$ cat config.mk
export PLATFORM = sky130hd
export DESIGN_NAME = instr_encoder
export DESIGN_NICKNAME = d
export VERILOG_FILES = /design/src/rtl/instr_pkg.sv /design/src/rtl/instr_pack.sv /design/src/rtl/instr_encoder.sv
export SDC_FILE = /design/constraint.sdc
export NUM_CORES = 1
export LEC_CHECK = 0
export BUFFER_PORTS_ARGS = -buffer_cell sky130_fd_sc_hd__buf_2
export CAP_MARGIN = 30
export CORE_ASPECT_RATIO = 0.5
export CORE_MARGIN = 1
export CORE_UTILIZATION = 53
export CTS_BUF_LIST = sky130_fd_sc_hd__clkbuf_8
export CTS_CLUSTER_SIZE = 8
export DETAILED_ROUTE_END_ITERATION = 8
export GPL_TIMING_DRIVEN = 1
export PLACE_DENSITY = 0.92
export SYNTH_ARGS = -nofsm -noshare
export SYNTH_HDL_FRONTEND = slang
export SYNTH_SLANG_ARGS = --single-unit
$ cat constraint.sdc
create_clock -name clk_i -period 1.8 [get_ports clk_i]
set_input_delay 0 -clock clk_i [delete_from_list [all_inputs] [get_ports clk_i]]
set_output_delay 0 -clock clk_i [all_outputs]
set_load 0.05 [all_outputs]
$ cat src/rtl/instr_pkg.sv
// Shared types and constants for the instruction encoder/loader.
// Optional feature macro: ENC_CHECK_EN (field legality checks in instr_pack).
package instr_pkg;

    localparam int unsigned CLS_W  = 3;
    localparam int unsigned FLD_W  = 3;
    localparam int unsigned JPTR_W = 8;
    localparam int unsigned CODE_W = 9;

    typedef enum logic [CLS_W-1:0] {
        CLS_R    = 3'd0,
        CLS_BR   = 3'd1,
        CLS_ST   = 3'd2,
        CLS_LD   = 3'd3,
        CLS_MV   = 3'd4,
        CLS_HALT = 3'd5
    } instr_class_e;

    typedef enum logic [1:0] {
        ST_IDLE = 2'd0,
        ST_RUN  = 2'd1,
        ST_DONE = 2'd2,
        ST_ERR  = 2'd3
    } enc_state_e;

    localparam logic [2:0]        OP_BR      = 3'b100;
    localparam logic [2:0]        OP_ST      = 3'b101;
    localparam logic [2:0]        OP_LD      = 3'b110;
    localparam logic [2:0]        OP_MV      = 3'b111;
    localparam logic [CODE_W-1:0] HALT_CODE  = 9'h0FF;
    localparam logic [FLD_W-1:0]  R_DST_BASE = 3'b100;

    // Symbolic instruction as presented on the input handshake.
    typedef struct packed {
        logic [CLS_W-1:0]  cls;
        logic [FLD_W-1:0]  aluop;
        logic [FLD_W-1:0]  ra;
        logic [FLD_W-1:0]  rb;
        logic [FLD_W-1:0]  rd;
        logic [FLD_W-1:0]  rs;
        logic [JPTR_W-1:0] jptr;
    } instr_fields_t;

endpackage

$ cat src/rtl/instr_pack.sv
// Combinational packer: symbolic fields -> 9-bit machine code plus legality.
// Ports: fields_i (symbolic instruction), code_c_o (machine code),
//        legal_c_o (instruction may be written), halt_c_o (class is HALT).
// ENC_CHECK_EN: when defined, R-operand/destination, HALT-collision and
// branch-range checks clear legal_c_o; otherwise fields are truncated.
module instr_pack
    import instr_pkg::*;
(
    input  instr_fields_t     fields_i,
    output logic [CODE_W-1:0] code_c_o,
    output logic              legal_c_o,
    output logic              halt_c_o
);

    always_comb begin
        code_c_o  = '0;
        legal_c_o = 1'b1;
        halt_c_o  = 1'b0;
        case (fields_i.cls)
            CLS_R: begin
                code_c_o = {1'b0, fields_i.aluop, fields_i.ra[1:0],
                            fields_i.rb[1:0], fields_i.rd[0]};
`ifdef ENC_CHECK_EN
                // R destinations live in 4..5; an all-ones word would read back as HALT.
                if (fields_i.ra[2] || fields_i.rb[2] ||
                    (fields_i.rd[2:1] != R_DST_BASE[2:1]) ||
                    ({1'b0, fields_i.aluop, fields_i.ra[1:0], fields_i.rb[1:0],
                      fields_i.rd[0]} == HALT_CODE)) begin
                    legal_c_o = 1'b0;
                end
`endif
            end
            CLS_BR: begin
                code_c_o = {OP_BR, fields_i.jptr[5:0]};
`ifdef ENC_CHECK_EN
                if (fields_i.jptr[7:6] != 2'b00) begin
                    legal_c_o = 1'b0;
                end
`endif
            end
            CLS_ST:   code_c_o = {OP_ST, fields_i.rb, 3'b000};
            CLS_LD:   code_c_o = {OP_LD, fields_i.rd, 3'b000};
            CLS_MV:   code_c_o = {OP_MV, fields_i.rs, fields_i.rd};
            CLS_HALT: begin
                code_c_o = HALT_CODE;
                halt_c_o = 1'b1;
            end
            default:  legal_c_o = 1'b0;
        endcase
    end

`ifndef ENC_CHECK_EN
    // Bits dropped by silent truncation.
    logic unused_trunc;
    assign unused_trunc = ^{fields_i.ra[2], fields_i.jptr[7:6]};
`endif

endmodule

$ cat src/rtl/instr_encoder.sv
// Sequential instruction encoder/loader: packs symbolic instructions and
// writes them into instruction memory from address 0 upward.
// Ports: clk_i, rst_i (async, active-high); start_i begins a load;
//        in_valid_i/in_ready_o handshake with in_* instruction fields;
//        im_wr_en_o/im_addr_o/im_wdata_o memory write port;
//        busy_o, done_o, err_o, err_addr_o status.
// ENC_CHECK_EN: enables field legality checks inside instr_pack.
module instr_encoder
    import instr_pkg::*;
#(
    parameter int unsigned DEPTH = 256,
    parameter int unsigned AW    = 8
) (
    input  logic              clk_i,
    input  logic              rst_i,
    input  logic              start_i,
    input  logic              in_valid_i,
    output logic              in_ready_o,
    input  logic [CLS_W-1:0]  in_class_i,
    input  logic [FLD_W-1:0]  in_aluop_i,
    input  logic [FLD_W-1:0]  in_ra_i,
    input  logic [FLD_W-1:0]  in_rb_i,
    input  logic [FLD_W-1:0]  in_rd_i,
    input  logic [FLD_W-1:0]  in_rs_i,
    input  logic [JPTR_W-1:0] in_jptr_i,
    output logic              im_wr_en_o,
    output logic [AW-1:0]     im_addr_o,
    output logic [CODE_W-1:0] im_wdata_o,
    output logic              busy_o,
    output logic              done_o,
    output logic              err_o,
    output logic [AW-1:0]     err_addr_o
);

    localparam logic [AW-1:0] LAST_ADDR = AW'(DEPTH - 1);

    enc_state_e        state_q, state_d;
    logic [AW-1:0]     addr_q, addr_d;
    logic              wr_en_q, wr_en_d;
    logic [AW-1:0]     waddr_q, waddr_d;
    logic [CODE_W-1:0] wdata_q, wdata_d;
    logic              done_q, done_d;
    logic              err_q, err_d;
    logic [AW-1:0]     err_addr_q, err_addr_d;
    logic              run_q, run_d;

    instr_fields_t     fields_c;
    logic [CODE_W-1:0] code_c;
    logic              legal_c;
    logic              halt_c;

    always_comb begin
        fields_c       = '0;
        fields_c.cls   = in_class_i;
        fields_c.aluop = in_aluop_i;
        fields_c.ra    = in_ra_i;
        fields_c.rb    = in_rb_i;
        fields_c.rd    = in_rd_i;
        fields_c.rs    = in_rs_i;
        fields_c.jptr  = in_jptr_i;
    end

    instr_pack u_pack (
        .fields_i  (fields_c),
        .code_c_o  (code_c),
        .legal_c_o (legal_c),
        .halt_c_o  (halt_c)
    );

    // Next-state and registered-output logic.
    always_comb begin
        state_d    = state_q;
        addr_d     = addr_q;
        wr_en_d    = 1'b0;
        waddr_d    = waddr_q;
        wdata_d    = wdata_q;
        done_d     = done_q;
        err_d      = err_q;
        err_addr_d = err_addr_q;

        if (start_i) begin
            // start outranks any coincident handshake.
            state_d    = ST_RUN;
            addr_d     = '0;
            done_d     = 1'b0;
            err_d      = 1'b0;
            err_addr_d = '0;
        end else begin
            case (state_q)
                ST_RUN: begin
                    if (in_valid_i) begin
                        if (!legal_c) begin
                            state_d    = ST_ERR;
                            err_d      = 1'b1;
                            err_addr_d = addr_q;
                        end else begin
                            wr_en_d = 1'b1;
                            waddr_d = addr_q;
                            wdata_d = code_c;
                            if (halt_c) begin
                                state_d = ST_DONE;
                                done_d  = 1'b1;
                            end else if (addr_q == LAST_ADDR) begin
                                state_d    = ST_ERR;
                                err_d      = 1'b1;
                                err_addr_d = addr_q;
                            end
                            // Counter saturates at the last word.
                            if (addr_q != LAST_ADDR) begin
                                addr_d = AW'(addr_q + 1'b1);
                            end
                        end
                    end
                end
                default: ;
            endcase
        end

        run_d = (state_d == ST_RUN);
    end

    always_ff @(posedge clk_i or posedge rst_i) begin
        if (rst_i) begin
            state_q    <= ST_IDLE;
            addr_q     <= '0;
            wr_en_q    <= 1'b0;
            waddr_q    <= '0;
            wdata_q    <= '0;
            done_q     <= 1'b0;
            err_q      <= 1'b0;
            err_addr_q <= '0;
            run_q      <= 1'b0;
        end else begin
            state_q    <= state_d;
            addr_q     <= addr_d;
            wr_en_q    <= wr_en_d;
            waddr_q    <= waddr_d;
            wdata_q    <= wdata_d;
            done_q     <= done_d;
            err_q      <= err_d;
            err_addr_q <= err_addr_d;
            run_q      <= run_d;
        end
    end

    assign in_ready_o = run_q;
    assign busy_o     = run_q;
    assign im_wr_en_o = wr_en_q;
    assign im_addr_o  = waddr_q;
    assign im_wdata_o = wdata_q;
    assign done_o     = done_q;
    assign err_o      = err_q;
    assign err_addr_o = err_addr_q;

endmodule
==> impl_metrics.tcl <==
set metrics [dict create \
    rows 15 \
    maxSlewViolCount 0 \
    critical_path.slowest_cell "or4_1" \
    area_delta_synth_final_pct 21.8 \
    core_util_final_pct 69.3 \
    hold_slack_ps 22.9 \
    place.gp.congestion 0.824 \
    ff2ff_path_depth 4 \
    synthesis.area_mm2 0.00200 \
    num-fill-cells 262 \
    arrival_ps 1900 \
    grt_overflow 0 \
    buffer_ports.inserted 56 \
    timing.critical_path.required_ps 2020 \
    start_util_pct 56.9 \
    final_antenna_net_count 0 \
    timing.setup.critical_path_class "reg -> reg" \
    dpl.cell_count 309 \
    wl_per_cell_um 14.6 \
    die-area_mm2 0.00403 \
    power.leakage_nw 1.20 \
    drive_gt1_share_pct 30.9 \
    die_width_um 88.8 \
    die_h_um 45.4 \
    global_route_wire_length_before_repair_mm 7.52 \
    synthesis.instances 211 \
    detailed_place_hpwl_mm 3.25 \
    timing.final.ws_setup_ps 113 \
    max-vdd-ir-drop_v 0.000422 \
    placement.setup.worst_slack_ps 96.0 \
    cp_slowest_stage_delay_ps 500 \
    setup_violations 0 \
    cts.path.max_buffers 2 \
    antenna_violations_before_repair 0 \
    worst_hold_path_type "in -> reg" \
    cts_max_level 2 \
    drt_drc_violations_left 0 \
    worst_pin_slew_ps 500 \
    tritoncts.num_buffers 5 \
    drt-vias-per-instance 5.54 \
    skew_ps 9.34 \
    io-pin-count 60 \
    core-area_mm2 0.00351 \
    slew-limit-headroom_pct 66.7 \
    dr.first_iter.drc_count 185 \
    report.final.hold_viol_count 0 \
    grt_setup_unrepaired "false" \
    firstDrtPassIters 4 \
    critPathMaxFanout 12 \
    average_instance_area_after_synthesis_um2 9.46 \
    ys_ff_latch 39 \
    mappedNetlistNets 242 \
    max-cap-violations 0 \
    placedInstanceArea_mm2 0.00230 \
    clk_transition_reported_paths_ps 80 \
    cp_cell_sequence "ha_1, and4_4, or4_1, a21oi_1" \
    power_mw 2.13 \
    postRouteWirelength_mm 4.67 \
    ant_cells 0 \
    setup_tns_ps 0 \
    run_status "finished clean" \
    timing.hold.worst_path_depth 3 \
    cts.root.buffer_cell "clkbuf_8" \
    yosys_warnings 0 \
    vias_in_the_first_global_route 1664 \
    power_per_cell_area_mw_per_mm2 876 \
    clock_tree_sinks 39 \
    ys_seq_area_share_pct 48.9 \
    via_count 1773 \
    fin_area_mm2 0.00243 \
    yosys.cell_types.count 38 \
    final-instance-count-excl-fill 320 \
    globalRouteTotalUtil_pct 25.3 \
    clock_tree_from_tritoncts "built" \
    net_total_in_the_final_layout 299 \
    grt_max_degree 40 \
    finalWorstPathRequiredPeriod_ps 1690 \
    final_min_period_over_clock_period_pct 93.7 \
    fmaxAchievable_mhz 593 \
    setup.worst_path.start_class "flip-flop" \
    sort_of_element_at_the_end_of_the_critical_path "flip-flop" \
    clock_latency_ps 290 \
]
==> critical path: cells and delay by family, from the launching register on <==
family / cells / cell delay, ps
AND/OR/NAND/NOR: 2 / 750
flip-flops: 1 / 440
AO/OA/AOI/OAI: 1 / 150
adder cells (fa/ha/maj): 1 / 280
==> cell usage after synthesis, drive strengths merged <==
master	number	area share, %
clkbuf	9	1.7
a22oi	1	0.38
nand3	4	1.0
and4	2	1.1
or2b	1	0.38
and2	1	0.31
o21ai	14	3.5
nor4	1	0.31
o2bb2ai	1	0.44
a31oi	1	0.31
nor2	9	1.7
or4	3	1.1
nand2b	16	5.0
o31ai	7	2.6
or3	2	0.63
nor2b	2	0.63
o21ba	1	0.50
o22a	1	0.44
and3b	2	0.88
nand4	4	1.3
dfrtp	39	49
a222oi	1	0.50
mux2	3	1.7
a21oi	12	3.0
nand2	36	6.8
inv	7	1.3
or2	2	0.63
mux2i	12	6.0
o22ai	4	1.3
ha	1	0.63
nand3b	3	1.1
a21o	1	0.38
buf	6	2.6
a41o	1	0.50
xnor2	1	0.44
==> cells by family after synthesis <==
logic type               share of synthesized area (%)
buffers and inverters                             5.58
AO/OA/AOI/OAI                                     13.9
flip-flops                                        48.9
XOR/XNOR                                         0.439
adder cells (fa/ha/maj)                          0.627
multiplexers                                      7.71
AND/OR/NAND/NOR                                   22.9
==> per-layer routing <==
layer / track usage (%) / part of all wire, % / vias up
met5: 0 / 0 / -
met4: 8.39 / 2.4 / 0
met3: 5.80 / 5.6 / 15
met2: 44.2 / 50 / 65
met1: 31.9 / 42 / 849
li1: - / - / 844
==> path summary, 6_finish.rpt <==
kind	startpoint	endpoint	slack (ps)
worst min register to register	im_addr_o[7]$_DFFE_PP0P_	im_addr_o[7]$_DFFE_PP0P_	470
worst max-delay path	addr_q[0]$_DFFE_PP0P_	addr_q[7]$_DFFE_PP0P_	110
worst max register to register	addr_q[0]$_DFFE_PP0P_	addr_q[7]$_DFFE_PP0P_	110
min in group asynchronous	rst_i	im_addr_o[1]$_DFFE_PP0P_	440
worst min-delay path	in_rs_i[1]	im_wdata_o[4]$_DFFE_PP0P_	20
max in group asynchronous	rst_i	addr_q[2]$_DFFE_PP0P_	970
==> layout by cell type (no fill, tap or decap), drive strengths merged, types with 2 or more instances in the layout <==
cell and n:
buf 64, dfrtp 39, nand2 36, nand2b 16, o21ai 14, a21oi 12
mux2i 12, nor2 9, o31ai 7, clkbuf 7, inv 7, nand4 4
nand3 4, o22ai 4, nand3b 3, or4 3, mux2 3, and4 2
and3b 2, or3 2, or2 2, nor2b 2
==> cell type report <==
cell class / instances / area, µm² / share of cell area, %
clock inverters: 1 / 7.51 / 0.309
flip-flops and latches: 39 / 978 / 40.2
well taps: 51 / 63.8 / 2.62
repair buffers: 65 / 350 / 14.4
inverters: 7 / 26.3 / 1.08
multi-input cells: 150 / 908 / 37.4
clock buffers: 7 / 96.3 / 3.96
==> sequential cells by signal, summed over array words and instances, names as in the netlist <==
register / cells
addr_q: 8
busy_o: 1
done_o: 1
err_addr_o: 8
err_o: 1
im_addr_o: 8
im_wdata_o: 9
im_wr_en_o: 1
state_q: 2
==> where the power goes <==
part           internal [mW]  switching, mW  leakage (nW)
Clock                  0.349          0.309        0.0505
Sequential             0.936         0.0356         0.516
Combinational          0.141          0.359         0.629
==> timing repair <==
action / 4_1_cts / 5_1_grt
setup endpoints to repair: 0 / 8
buffers inserted: 0 / 2
gates resized for setup: 0 / 2
endpoints found under the hold margin: 39 / 0
hold buffers: 1 / 0
(Power assumes the default switching activity.)
